## config.mk

```make
export PLATFORM = sky130hd
export DESIGN_NAME = decoder_arb_flat
export DESIGN_NICKNAME = d
export VERILOG_FILES = /design/src/rtl/decoder_arb_if.sv /design/src/rtl/decoder_arb.sv /design/src/flat_wrapper.sv
export SDC_FILE = /design/constraint.sdc
export NUM_CORES = 1
export LEC_CHECK = 0
export BUFFER_PORTS_ARGS = -buffer_cell sky130_fd_sc_hd__buf_2
export CAP_MARGIN = 20
export CORE_AREA = 2 2 39 41
export DETAILED_ROUTE_END_ITERATION = 6
export DIE_AREA = 0 0 41 43
export GPL_ROUTABILITY_DRIVEN = 1
export PLACE_DENSITY = 0.64
export SETUP_SLACK_MARGIN = 0.05
export SYNTH_ARGS = -nofsm -noshare
export SYNTH_HDL_FRONTEND = slang
export SYNTH_SLANG_ARGS = --single-unit
export TNS_END_PERCENT = 20
```

## constraint.sdc

```tcl
create_clock -name clk -period 2.3 [get_ports clk]
set_clock_uncertainty 0.2 [all_clocks]
set_input_delay 0.115 -clock clk [delete_from_list [all_inputs] [get_ports clk]]
set_output_delay 0.115 -clock clk [all_outputs]
set_load 0.02 [all_outputs]
```

## src/rtl/decoder_arb_if.sv

```systemverilog
// rtl/decoder_arb_if.sv - request/grant bundle between requesters and the decoder arbiter
//
// Signals:
//   req     [3:0]  per-channel request toward the arbiter
//   done           early release of the current grant
//   dec_sel [1:0]  channel select to the downstream 1-to-4 decoder
//   dec_in         decoder data/enable bit, high only while a grant is active
//   busy           arbiter is holding a grant
// Modports:
//   master  requester side (drives req/done, observes the decoder outputs)
//   slave   arbiter side (observes req/done, drives the decoder outputs)
interface decoder_arb_if;
  logic [3:0] req;
  logic       done;
  logic [1:0] dec_sel;
  logic       dec_in;
  logic       busy;

  modport master (
    output req,
    output done,
    input  dec_sel,
    input  dec_in,
    input  busy
  );

  modport slave (
    input  req,
    input  done,
    output dec_sel,
    output dec_in,
    output busy
  );
endinterface

```

## src/rtl/decoder_arb.sv

```systemverilog
// rtl/decoder_arb.sv - four-channel arbiter that drives the select/enable of a 1-to-4 decoder
//
// Grants one requesting channel at a time for at most HOLD cycles, with a
// mandatory idle cycle between grants. Arbitration is round-robin by default;
// defining DECODER_ARB_FIXED_PRIO_EN switches to fixed lowest-index priority.
//
// Parameters:
//   HOLD   1..15, maximum number of cycles one grant is held
// Ports:
//   clk    system clock, rising edge
//   rst_n  asynchronous active-low reset
//   bus    decoder_arb_if.slave: req/done in, dec_sel/dec_in/busy out
//          (all outputs come straight from flops)
module decoder_arb #(
  parameter int HOLD = 4
) (
  input  logic          clk,
  input  logic          rst_n,
  decoder_arb_if.slave  bus
);

  typedef enum logic {
    IDLE  = 1'b0,
    GRANT = 1'b1
  } state_t;

  // The first grant cycle loads HOLD-1 and the grant drops after the cycle
  // that sees zero, giving exactly HOLD high cycles.
  localparam logic [3:0] CNT_INIT = 4'(HOLD - 1);

  state_t     state_q, state_d;
  logic [1:0] dec_sel_q, dec_sel_d;
  logic       dec_in_q, dec_in_d;
  logic       busy_q, busy_d;
  logic [3:0] cnt_q, cnt_d;
  logic [1:0] ptr_q, ptr_d;

  logic [1:0] winner;
  logic       release_now;

  // Winner search. Scanning from the far end and overwriting leaves the
  // first hit of the forward search in winner.
  always_comb begin
    winner = 2'd0;
`ifdef DECODER_ARB_FIXED_PRIO_EN
    for (int i = 3; i >= 0; i--) begin
      if (bus.req[i]) winner = 2'(i);
    end
`else
    for (int i = 3; i >= 0; i--) begin
      if (bus.req[2'(ptr_q + 2'(i))]) winner = 2'(ptr_q + 2'(i));
    end
`endif
  end

  // Any single cause ends the grant; coincident causes still give one release.
  assign release_now = (cnt_q == 4'd0) || bus.done || !bus.req[dec_sel_q];

  // State register
  always_ff @(posedge clk or negedge rst_n) begin
    if (!rst_n) begin
      state_q   <= IDLE;
      dec_sel_q <= 2'b00;
      dec_in_q  <= 1'b0;
      busy_q    <= 1'b0;
      cnt_q     <= 4'd0;
      ptr_q     <= 2'd0;
    end else begin
      state_q   <= state_d;
      dec_sel_q <= dec_sel_d;
      dec_in_q  <= dec_in_d;
      busy_q    <= busy_d;
      cnt_q     <= cnt_d;
      ptr_q     <= ptr_d;
    end
  end

  // Next-state logic
  always_comb begin
    state_d = state_q;
    case (state_q)
      IDLE:    if (|bus.req)    state_d = GRANT;
      GRANT:   if (release_now) state_d = IDLE;
      default: state_d = IDLE;
    endcase
  end

  // Output logic: computes next values of the registered outputs so nothing
  // on the bus is combinational from an input.
  always_comb begin
    dec_sel_d = dec_sel_q;
    dec_in_d  = dec_in_q;
    busy_d    = busy_q;
    cnt_d     = cnt_q;
    ptr_d     = ptr_q;
    case (state_q)
      IDLE: begin
        dec_in_d = 1'b0;
        busy_d   = 1'b0;
        if (|bus.req) begin
          dec_sel_d = winner;
          dec_in_d  = 1'b1;
          busy_d    = 1'b1;
          cnt_d     = CNT_INIT;
        end
      end
      GRANT: begin
        if (release_now) begin
          dec_in_d = 1'b0;
          busy_d   = 1'b0;
`ifndef DECODER_ARB_FIXED_PRIO_EN
          ptr_d    = dec_sel_q + 2'd1;
`endif
        end else begin
          cnt_d = cnt_q - 4'd1;
        end
      end
      default: begin
        dec_in_d = 1'b0;
        busy_d   = 1'b0;
      end
    endcase
  end

  assign bus.dec_sel = dec_sel_q;
  assign bus.dec_in  = dec_in_q;
  assign bus.busy    = busy_q;

endmodule

```

## src/flat_wrapper.sv

```systemverilog
// flat-port wrapper written by rule: the top's interface ports become plain ports
module decoder_arb_flat 
#(
  parameter int HOLD = 4
)
  (clk, rst_n, bus_req, bus_done, bus_dec_sel, bus_dec_in, bus_busy);
  decoder_arb_if bus_i ();
  input  logic clk;
  input  logic rst_n;
  input wire logic [$bits(bus_i.req)-1:0] bus_req;
  input wire logic [$bits(bus_i.done)-1:0] bus_done;
  output wire logic [$bits(bus_i.dec_sel)-1:0] bus_dec_sel;
  output wire logic [$bits(bus_i.dec_in)-1:0] bus_dec_in;
  output wire logic [$bits(bus_i.busy)-1:0] bus_busy;
  assign bus_i.req = bus_req;
  assign bus_i.done = bus_done;
  assign bus_dec_sel = bus_i.dec_sel;
  assign bus_dec_in = bus_i.dec_in;
  assign bus_busy = bus_i.busy;
  decoder_arb #(.HOLD(HOLD)) u_core (.clk(clk), .rst_n(rst_n), .bus(bus_i));
endmodule
```

==> results.sh <==
export IMPL_outcome="complete, but fails checks"
export IMPL_violations="hold timing"
export IMPL_drt_first_pass_iters=4
export IMPL_grt_pass1_vias=409
export IMPL_critical_path_class="reg2reg"
export IMPL_cts_buffers=3
export IMPL_r2r_end="u_core.ptr_q[1]"
export IMPL_tightest_slew_ns=0.468
export IMPL_dp_hpwl_um=832
export IMPL_setup_worst_path_start_class="flip-flop"
export IMPL_maxCapViolCount=0
export IMPL_yosys_top_cells_count="dfrtp_1 (10), mux2i_1 (6), nor2_1 (6), nand2_1 (5), inv_1 (4)"
export IMPL_area_growth_pct=15.7
export IMPL_antenna_found_initial=0
export IMPL_synthTopCellsByArea="dfrtp_1 (43%), mux2i_1 (10%), ha_1 (4.3%)"
export IMPL_synth_warnings=0
export IMPL_drive_gt1_frac=0.257
export IMPL_max_freq_ghz=0.519
export IMPL_maxSlewViolCount=0
export IMPL_core_rowCount=14
export IMPL_min_from="bus_req[3]"
export IMPL_leakage_nw=0.324
export IMPL_via_count=457
export IMPL_diodes=0
export IMPL_final_setup_tns_ns=0
export IMPL_die_h_um=43
export IMPL_grt_max_degree=11
export IMPL_syn_inst=58
export IMPL_clkLatencyLatePin_ns=0.26
export IMPL_ir_worst_vdd_v=0.000527
export IMPL_hold_path_class="in2reg"
export IMPL_first_iter_violations=10
export IMPL_h_tree_depth=1
export IMPL_syn_nets=67
export IMPL_fin_crit_ns=1.93
export IMPL_io_pins=11
export IMPL_cts_buffer_depth=2
export IMPL_finalWirelength_mm=1.06
export IMPL_yosysMostFrequentCell="dfrtp_1"
export IMPL_cts_sinks=10
export IMPL_synth_seq_cells=10
export IMPL_critPathSlowestCell="dfrtp_1"
export IMPL_register_area_um2=250
export IMPL_cts_root_buf="clkbuf_4"
export IMPL_drc=0
export IMPL_yosys_area_top_type="dfrtp_1"
export IMPL_die_w_um=41
export IMPL_io_buffers=10
export IMPL_holdWs_ns=-0.00523
export IMPL_period_share=0.838
export IMPL_cts_tree="done"
export IMPL_crit_buf_inv=0
export IMPL_antenna_left=0
export IMPL_grt_total_usage=0.150
export IMPL_rsz0062_at_grt="false"
export IMPL_nets=81
export IMPL_cpPeakStageDelay_ns=0.46
export IMPL_critPathRequiredTime_ns=2.25
export IMPL_r2r_start="u_core.bus.dec_sel[0]"
export IMPL_async_reset_ff_frac=1.00
export IMPL_cts_resized=0
export IMPL_grt_overflow=0
export IMPL_cp_end_kind="flip-flop"
export IMPL_setup_viol=0
export IMPL_die_area_um2=1760
export IMPL_yosys_most_used_dff="dfrtp_1"
export IMPL_slew_headroom=0.687
export IMPL_initial_core_util=0.420
export IMPL_r2r_slack_ns=0.37
export IMPL_path_delay_family="compound AO/OA/AOI/OAI gates"
export IMPL_syn_area_per_cell_um2=10.0
export IMPL_grt_pass1_wl_mm=1.69
export IMPL_multiInputGateArea_um2=305
export IMPL_min_to="u_core.bus.dec_sel[0]"
export IMPL_synth_top_cell_area_share=0.430
export IMPL_coreArea_um2=1380
export IMPL_fillers=129
export IMPL_clk_transition_reported_paths_ns=0.06
export IMPL_synthDistinctLibCells=27
export IMPL_synth_area_um2=582
export IMPL_reg2regPathDepth=4
export IMPL_power_density_nw_per_um2=1200
export IMPL_synth_edf_count=0
export IMPL_drt_wirelength_per_cell_um=12.3
export IMPL_ys_seq_area_frac=0.430
export IMPL_worstPathCellList="mux2i_1 -> a221o_1 -> o21ai_2 -> mux2_1"
export IMPL_crit_arrival_ns=1.88
export IMPL_viasPerCell=5.31
export IMPL_path_max_fanout=7
export IMPL_gp_congestion=0.724
export IMPL_hold_viol=1
export IMPL_whs_path_depth=3
-- kinds of logic (layout without fill, tap and decap cells) --
family                   after synthesis  count (layout)  synth area share
AO/OA/AOI/OAI                         13              13             0.170
XOR/XNOR                               1               1            0.0151
adder cells (fa/ha/maj)                2               2            0.0430
buffers and inverters                  6              18            0.0452
flip-flops                            10              10             0.430
multiplexers                           7               7             0.123
AND/OR/NAND/NOR                       19              19             0.174
-- worst max-delay path by stage --
stage                          startpoint               to  slack, ns  depth (start not counted)
finish              u_core.bus.dec_sel[0]  u_core.ptr_q[1]       0.37                          4
global route        u_core.bus.dec_sel[0]  u_core.ptr_q[1]       0.28                          4
CTS                 u_core.bus.dec_sel[0]  u_core.ptr_q[1]       0.37                          4
detailed placement  u_core.bus.dec_sel[0]  u_core.ptr_q[1]       0.38                          4
global placement    u_core.bus.dec_sel[0]  u_core.ptr_q[1]       0.37                          4
floorplan           u_core.bus.dec_sel[0]  u_core.ptr_q[1]       0.36                          4
-- registers in the layout, summed over array words and instances (netlist names) --
signal              count
u_core.bus.dec_sel      2
u_core.state_q          1
u_core.bus.dec_in       1
u_core.cnt_q            4
u_core.ptr_q            2
-- per-layer routing --
layer,vias to the layer above,GRT usage,share of wire
met4,0,0.100,0.021
met3,2,0.0471,0.058
met5,-,0,0
met2,11,0.203,0.45
li1,231,-,-
met1,213,0.197,0.47
-- worst register-to-register path, cell delays in order, from the launching register on --
cell and delay (ns):
dfrtp_1 0.46, mux2i_1 0.16, a221o_1 0.46, o21ai_2 0.21, mux2_1 0.33
-- report_power, final --
group	switching [mW]	internal (mW)	total [mW]
logic	0.205	0.157	0.362
registers	0.0802	0.245	0.326
clock network	0.0585	0.0605	0.119
-- cells in the final DEF, fill, tap and decap left out, drive strengths merged, types with 2 or more instances in the layout --
master,synthesis,layout
ha,2,2
clkbuf,1,3
or2,2,2
buf,1,10
dfrtp,10,10
a21oi,3,3
o41ai,2,2
inv,4,4
nor3,2,2
nand2,5,5
o21ai,2,2
nor2,6,6
mux2i,6,6
-- final cells by class --
cell class / instances / area share
inverters: 4 / 0.0223
multi-input cells: 42 / 0.454
well taps: 16 / 0.0297
clock buffers: 3 / 0.0335
repair buffers: 11 / 0.0892
flip-flops and latches: 10 / 0.372
-- timing repair --
item,4_1_cts,5_1_grt
hold buffers,1,0
hold endpoints to repair,10,0
setup buffers,0,0
-- stage by stage --
step           cell area, µm²  power, mW  utilization  setup WS (ns)  cells
5_1_grt                   673      0.875        0.486          0.281     86
3_5_place_dp              641      0.699        0.463          0.377     82
4_1_cts                   673      0.817        0.486          0.371     86
6_report                  673      0.806        0.486          0.373     86
2_1_floorplan             582      0.610            -          0.357     58
3_3_place_gp              641      0.692        0.463          0.367     82
Power figures use the tool's default switching activity.
